--- src/rtl/frontend_seq.sv ---
// RV32I fetch/decode sequencer: FETCH latches IR, EXEC drives active-low backend controls and retires PC.
// Two cycles per instruction, no backpressure; a trap parks the block in HALT until reset.
module frontend_seq #(
    parameter logic [31:0] RESET_PC = 32'h0000_0000,
    parameter logic [31:0] NOP_WORD = 32'h0000_0013
) (
    input  logic        clk,
    input  logic        rst,
    output logic [31:0] imem_addr,
    input  logic [31:0] imem_data,
    input  logic [31:0] qa,
    input  logic        is_lt,
    input  logic        is_ltu,
    input  logic        is_zero,
    output logic [4:0]  rs1,
    output logic [4:0]  rs2,
    output logic [4:0]  rd,
    output logic        reg_we,
    output logic [7:0]  alu_op,
    output logic [7:0]  mem_op,
    output logic        load,
    output logic        store,
    output logic [31:0] alu_imm_1,
    output logic [31:0] alu_imm_2,
    output logic        alu_src_1,
    output logic        alu_src_2,
    output logic [31:0] pc,
    output logic        halt
);

    typedef enum logic [1:0] {
        ST_FETCH = 2'd0,
        ST_EXEC  = 2'd1,
        ST_HALT  = 2'd2
    } state_t;

    localparam logic [6:0] OPC_OP     = 7'b0110011;
    localparam logic [6:0] OPC_OP_IMM = 7'b0010011;
    localparam logic [6:0] OPC_LUI    = 7'b0110111;
    localparam logic [6:0] OPC_AUIPC  = 7'b0010111;
    localparam logic [6:0] OPC_JAL    = 7'b1101111;
    localparam logic [6:0] OPC_JALR   = 7'b1100111;
    localparam logic [6:0] OPC_LOAD   = 7'b0000011;
    localparam logic [6:0] OPC_STORE  = 7'b0100011;
    localparam logic [6:0] OPC_BRANCH = 7'b1100011;
    localparam logic [6:0] OPC_FENCE  = 7'b0001111;

    localparam logic [7:0] ALU_ADD = 8'b11111_011;
    localparam logic [7:0] ALU_SUB = 8'b11111_010;

    state_t      state_q, state_d;
    logic [31:0] pc_q, pc_d;
    logic [31:0] ir_q, ir_d;

    logic [6:0]  opcode;
    logic [2:0]  funct3;
    logic [6:0]  funct7;
    logic [31:0] imm_i, imm_s, imm_b, imm_u, imm_j;

    logic        dec_wb;
    logic        dec_load_n;
    logic        dec_store_n;
    logic [7:0]  dec_mem_op;
    logic [7:0]  dec_alu_op;
    logic        dec_src_1;
    logic        dec_src_2;
    logic [31:0] dec_imm_1;
    logic [31:0] dec_imm_2;
    logic        illegal;
    logic        taken;
    logic [31:0] next_pc;
    logic        trap;
    logic        ctrl_en;

    // bit 30 selects sub/sra; shifts and slt drive their own active-low strobe
    function automatic logic [7:0] alu_code(input logic [2:0] f3, input logic alt);
        logic [7:0] code;
        case (f3)
            3'b000:  code = alt ? ALU_SUB : ALU_ADD;
            3'b001:  code = 8'b11011_011;
            3'b010:  code = 8'b01111_010;
            3'b011:  code = 8'b10111_010;
            3'b100:  code = 8'b11111_100;
            3'b101:  code = alt ? 8'b11110_011 : 8'b11101_011;
            3'b110:  code = 8'b11111_101;
            default: code = 8'b11111_110;
        endcase
        return code;
    endfunction

    assign opcode = ir_q[6:0];
    assign funct3 = ir_q[14:12];
    assign funct7 = ir_q[31:25];
    assign imm_i  = {{20{ir_q[31]}}, ir_q[31:20]};
    assign imm_s  = {{20{ir_q[31]}}, ir_q[31:25], ir_q[11:7]};
    assign imm_b  = {{19{ir_q[31]}}, ir_q[31], ir_q[7], ir_q[30:25], ir_q[11:8], 1'b0};
    assign imm_u  = {ir_q[31:12], 12'b0};
    assign imm_j  = {{11{ir_q[31]}}, ir_q[31], ir_q[19:12], ir_q[20], ir_q[30:21], 1'b0};

    always_comb begin
        dec_wb      = 1'b0;
        dec_load_n  = 1'b1;
        dec_store_n = 1'b1;
        dec_mem_op  = 8'hFF;
        dec_alu_op  = ALU_ADD;
        dec_src_1   = 1'b1;
        dec_src_2   = 1'b1;
        dec_imm_1   = 32'h0;
        dec_imm_2   = 32'h0;
        illegal     = 1'b0;
        taken       = 1'b0;
        next_pc     = pc_q + 32'd4;
        case (opcode)
            OPC_OP: begin
                dec_wb     = 1'b1;
                dec_alu_op = alu_code(funct3, ir_q[30]);
                illegal    = !((funct7 == 7'h00) ||
                               (funct7 == 7'h20 && (funct3 == 3'b000 || funct3 == 3'b101)));
            end
            OPC_OP_IMM: begin
                dec_wb     = 1'b1;
                dec_src_2  = 1'b0;
                dec_alu_op = alu_code(funct3, ir_q[30] && funct3 == 3'b101);
                if (funct3 == 3'b001 || funct3 == 3'b101) begin
                    dec_imm_2 = {27'b0, ir_q[24:20]};
                    illegal   = !((funct7 == 7'h00) || (funct7 == 7'h20 && funct3 == 3'b101));
                end else begin
                    dec_imm_2 = imm_i;
                end
            end
            OPC_LUI: begin
                dec_wb    = 1'b1;
                dec_src_1 = 1'b0;
                dec_src_2 = 1'b0;
                dec_imm_2 = imm_u;
            end
            OPC_AUIPC: begin
                dec_wb    = 1'b1;
                dec_src_1 = 1'b0;
                dec_src_2 = 1'b0;
                dec_imm_1 = pc_q;
                dec_imm_2 = imm_u;
            end
            OPC_JAL: begin
                dec_wb    = 1'b1;
                dec_src_1 = 1'b0;
                dec_src_2 = 1'b0;
                dec_imm_1 = pc_q;
                dec_imm_2 = 32'd4;
                next_pc   = pc_q + imm_j;
            end
            OPC_JALR: begin
                dec_wb    = 1'b1;
                dec_src_1 = 1'b0;
                dec_src_2 = 1'b0;
                dec_imm_1 = pc_q;
                dec_imm_2 = 32'd4;
                next_pc   = (qa + imm_i) & ~32'd1;
                illegal   = (funct3 != 3'b000);
            end
            OPC_LOAD: begin
                dec_wb     = 1'b1;
                dec_src_2  = 1'b0;
                dec_imm_2  = imm_i;
                dec_load_n = 1'b0;
                case (funct3)
                    3'b000:  dec_mem_op = 8'b0111_1111;
                    3'b001:  dec_mem_op = 8'b1011_1111;
                    3'b010:  dec_mem_op = 8'b1101_1111;
                    3'b100:  dec_mem_op = 8'b1110_1111;
                    3'b101:  dec_mem_op = 8'b1111_0111;
                    default: illegal    = 1'b1;
                endcase
            end
            OPC_STORE: begin
                dec_src_2   = 1'b0;
                dec_imm_2   = imm_s;
                dec_store_n = 1'b0;
                case (funct3)
                    3'b000:  dec_mem_op = 8'b1111_1011;
                    3'b001:  dec_mem_op = 8'b1111_1101;
                    3'b010:  dec_mem_op = 8'b1111_1110;
                    default: illegal    = 1'b1;
                endcase
            end
            OPC_BRANCH: begin
                dec_alu_op = ALU_SUB;
                case (funct3)
                    3'b000:  taken   = !is_zero;
                    3'b001:  taken   = is_zero;
                    3'b100:  taken   = !is_lt;
                    3'b101:  taken   = is_lt;
                    3'b110:  taken   = !is_ltu;
                    3'b111:  taken   = is_ltu;
                    default: illegal = 1'b1;
                endcase
                if (taken) begin
                    next_pc = pc_q + imm_b;
                end
            end
            OPC_FENCE: begin
                // single in-order hart with no caches: fence retires as a nop
            end
            default: illegal = 1'b1;  // includes ECALL/EBREAK/CSR
        endcase
    end

    assign trap    = illegal || (next_pc[1:0] != 2'b00);
    assign ctrl_en = !rst && (state_q == ST_EXEC) && !trap;

    always_comb begin
        state_d = state_q;
        pc_d    = pc_q;
        ir_d    = ir_q;
        case (state_q)
            ST_FETCH: begin
                ir_d    = imem_data;
                state_d = ST_EXEC;
            end
            ST_EXEC: begin
                if (trap) begin
                    state_d = ST_HALT;
                end else begin
                    pc_d    = next_pc;
                    state_d = ST_FETCH;
                end
            end
            default: state_d = ST_HALT;
        endcase
    end

    always_ff @(posedge clk) begin
        if (rst) begin
            state_q <= ST_FETCH;
            pc_q    <= RESET_PC;
            ir_q    <= NOP_WORD;
        end else begin
            state_q <= state_d;
            pc_q    <= pc_d;
            ir_q    <= ir_d;
        end
    end

    assign imem_addr = pc_q;
    assign pc        = pc_q;
    assign halt      = (state_q == ST_HALT);
    assign rs1       = ir_q[19:15];
    assign rs2       = ir_q[24:20];
    assign rd        = ir_q[11:7];
    assign alu_imm_1 = dec_imm_1;
    assign alu_imm_2 = dec_imm_2;

    assign reg_we    = ctrl_en ? !(dec_wb && (rd != 5'd0)) : 1'b1;
    assign load      = ctrl_en ? dec_load_n  : 1'b1;
    assign store     = ctrl_en ? dec_store_n : 1'b1;
    assign mem_op    = ctrl_en ? dec_mem_op  : 8'hFF;
    assign alu_op    = ctrl_en ? dec_alu_op  : ALU_ADD;
    assign alu_src_1 = ctrl_en ? dec_src_1   : 1'b1;
    assign alu_src_2 = ctrl_en ? dec_src_2   : 1'b1;

endmodule

--- config.mk ---
export PLATFORM = sky130hd
export DESIGN_NAME = frontend_seq
export DESIGN_NICKNAME = d
export VERILOG_FILES = /design/src/rtl/frontend_seq.sv
export SDC_FILE = /design/constraint.sdc
export NUM_CORES = 1
export LEC_CHECK = 0
export ABC_AREA = 1
export ABC_CLOCK_PERIOD_IN_PS = 3100
export CAP_MARGIN = 40
export CELL_PAD_IN_SITES_DETAIL_PLACEMENT = 0
export CELL_PAD_IN_SITES_GLOBAL_PLACEMENT = 2
export CORE_MARGIN = 5
export CORE_UTILIZATION = 26
export DETAILED_ROUTE_END_ITERATION = 7
export GPL_ROUTABILITY_DRIVEN = 0
export PLACE_DENSITY = 0.82
export SLEW_MARGIN = 25
export SYNTH_ARGS = -nofsm -noshare
export SYNTH_HDL_FRONTEND = slang
export SYNTH_SLANG_ARGS = --single-unit
--- constraint.sdc ---
create_clock -name clk -period 3.1 [get_ports clk]
set_input_delay 0.465 -clock clk [delete_from_list [all_inputs] [get_ports clk]]
set_output_delay 0.465 -clock clk [all_outputs]
set_load 0.02 [all_outputs]
==> metrics.md <==
| Metric | Value |
|---|---|
| Outcome | `completed` |
| Syn avg cell area | `5.35 um^2` |
| RR Endpoint | `imem_addr[28]` |
| # DRC | `0` |
| Synth-to-Final Area Change | `34.3%` |
| Met2 routed wirelength | `25900 um` |
| CTS tree | `done` |
| ANT nets after route | `0` |
| Ys async rst share | `0%` |
| DPL Wire Length | `45200 um` |
| H-Tree Depth | `3` |
| Rel. slew slack | `62.5%` |
| Yosys top cell area share | `22.1%` |
| WHS Endpoint | `ir_q[1]` |
| Clk sink count | `66` |
| Wire length on met3 | `3320 um` |
| Max Clock Skew | `0.0125 ns` |
| Pwr Total | `5.95 mW` |
| Post-DR wirelength/cell | `19.6 um` |
| Seq/Total Area, Yosys | `12.5%` |
| First-pass GRT wire length | `81000 um` |
| DR top layer | `met4` |
| Synthesized instance count | `1974` |
| Final Hold Vio Count | `0` |
| Antenna cells | `0` |
| Worst setup SP type | `flip-flop` |
| Fmax | `339 MHz` |
| Via/cell ratio | `4.95` |
| Initial core utilization | `26.4%` |
| Vias | `13700` |
| Reg-to-reg startpoint | `ir_q[30]` |
| Drt total wl | `54200 um` |
| Cell taking the most area after synthesis | `nand2_1` |
| GRT overflow | `0` |
| Met1 wire length | `23200 um` |
| WHS Path Cells | `1` |
| Critical path arrival | `2.49 ns` |
| Number of global-route vias before repair | `13600` |
| Dominant synthesized flop cell | `dfxtp_1` |
| Crit Path Class | `reg -> out` |
| First DRT Iteration DRCs | `932` |
| Largest net degree at the start of global routing | `43` |
| Die area | `44800 um^2` |
| R2R depth | `13` |
| Design area | `14200 um^2` |
| DP Area | `13800 um^2` |
| Peak supply drop | `0.267 mV` |
| Syn_nets | `2120` |
| Die X | `212 um` |
| Synth cell count leaders | `622 x nand2_1, 294 x inv_1, 235 x nor2_1` |
| Placed Instances | `2743` |
| Mapped cell area | `10600 um^2` |
| Crit path max fanout | `5` |
| Period minus WS final | `2.95 ns` |
| All-layer global routing usage | `23.4%` |
| Slew Viols, Final | `0` |
| Initial antenna violation count | `1` |
| DRT Pass-1 Iters | `7` |
| Worst Setup End Kind | `output port` |
| Final setup viols | `0` |
| Io pins | `234` |
| Core area | `40000 um^2` |
| Max-cap violations | `0` |
| Die Height | `212 um` |
| Hold Crit Start | `ir_q[1]` |
| Leak pwr | `7.21 nW` |
| Post-synth EDFFs | `0` |
| Min-Delay Path Class | `reg -> reg` |
| Clk Latency, worst-skew pair | `0.36 ns` |
| Clock buffer count from CTS | `9` |
| Non-Filler Instances | `2764` |
| Layout cells sized above 1 | `8.44%` |
| Clk buf depth | `2` |
| Tcrit/Tclk final | `95.2%` |
| Worst-path clk slew | `0.06 ns` |
| Synth area leaders | `nand2_1 22%, dfxtp_1 13%, inv_1 10%` |
| Reg2reg setup slack | `0.27 ns` |
| YS warnings | `0` |
| Netlist cell types | `52` |
| Root buffer selected by CTS | `clkbuf_16` |
| Count leader, synth | `nand2_1` |
| Worst EP required | `2.63 ns` |
| Row count | `73` |
| RSZ-0062 raised after global routing | `no` |
| Nets | `2380` |
| IO Port Bufs | `233` |
| Power density over the cells | `420 nW/um^2` |
| Worst-Margin Slew | `0.559 ns` |
| Synth Register Bits | `66` |
==> sequential cells by signal (all words and copies together), names as in the netlist <==
| register | count |
|---|---|
| imem_addr | 32 |
| ir_q | 32 |
| state_q | 2 |
==> report_power, final <==
part / internal [mW] / total (mW) / switching [mW]
clock network: 0.564 / 1.03 / 0.471
registers: 0.986 / 1.21 / 0.225
logic: 1.36 / 3.71 / 2.35
total: 2.91 / 5.95 / 3.04
==> routing by layer <==
| layer | GRT usage, % | vias up |
|---|---|---|
| met5 | 0 | - |
| met4 | 7.33 | 0 |
| met3 | 3.85 | 73 |
| met2 | 40.8 | 508 |
| met1 | 29.6 | 6276 |
| li1 | - | 6827 |
==> critical path, cell delays in order, from the launching register on <==
cell,delay (ns)
dfxtp_1,0.33
inv_1,0.11
nand3_1,0.19
inv_2,0.10
nand3_1,0.18
nand2_1,0.12
nand4_1,0.15
nor2_4,0.18
nand3_4,0.12
nor2_8,0.13
inv_6,0.07
nor2_4,0.19
nand3_2,0.11
buf_6,0.14
==> through the flow <==
stage,util [%],hold WS (ns),setup slack [ns],TNS (ns)
floorplan,-,0.449,0.297,0
global placement,34.4,0.460,-0.512,-9.81
detailed placement,34.5,0.474,-0.511,-9.78
CTS,35.2,0.486,0.00522,0
global route,35.4,0.510,0.0117,0
finish,35.4,0.483,0.150,0
==> layout by cell type, fill, tap and decap left out, types with 3 or more instances in the layout <==
master	n
nor4_1	3
xor2_1	18
dfxtp_2	4
nand2_1	621
nand3_2	3
nand4_1	29
o2111ai_1	4
and2_1	3
clkdlybuf4s50_1	184
o21ai_0	117
a31oi_1	6
xnor2_1	9
or2_2	12
nor2_1	231
dfxtp_1	62
ha_1	74
o21ai_1	3
buf_4	91
a21oi_1	113
buf_2	13
nand3b_1	8
o211ai_1	4
buf_12	5
clkinvlp_4	3
inv_2	7
nor2_2	8
o22ai_1	5
nor2_4	5
nor3_1	35
dlymetal6s2s_1	24
dlygate4sd2_1	4
clkbuf_16	9
clkdlybuf4s15_2	4
o21ai_2	3
nand3_1	161
inv_1	294
o21a_1	4
o21bai_1	14
==> logic make-up (layout without fill, tap and decap cells) <==
family | after synthesis | after routing | synth area share, %
XOR/XNOR | 27 | 27 | 2.24
flip-flops | 66 | 66 | 12.5
AO/OA/AOI/OAI | 291 | 291 | 15.3
buffers and inverters | 383 | 648 | 15.6
adder cells (fa/ha/maj) | 77 | 77 | 9.34
AND/OR/NAND/NOR | 1130 | 1130 | 45.0
==> cell type report <==
class	count	area, um^2
Fill cell	4572	25800
Multi-Input combinational cell	1525	7660
Timing Repair Buffer	329	3120
Sequential cell	66	1330
Inverter	303	1140
Tap cell	525	657
Clock buffer	10	239
Clock inverter	6	41.3
==> what timing repair did <==
action,in CTS,in global routing
setup buffers,4,1
endpoints found under the setup margin,43,47
hold buffers,0,0
cloned,0,0
pin swaps,5,3
gates resized for setup,97,35
==> worst max-delay path by stage <==
stage | startpoint | end | cells after the start
2_1_floorplan | ir_q[31] | imem_addr[29] | 12
3_3_place_gp | qa[1] | mem_op[0] | 13
3_5_place_dp | qa[1] | alu_op[3] | 13
4_1_cts | ir_q[0] | alu_imm_2[16] | 12
5_1_grt | qa[1] | alu_op[3] | 13
6_report | ir_q[4] | alu_op[3] | 13
Power figures use the tool's default switching activity.
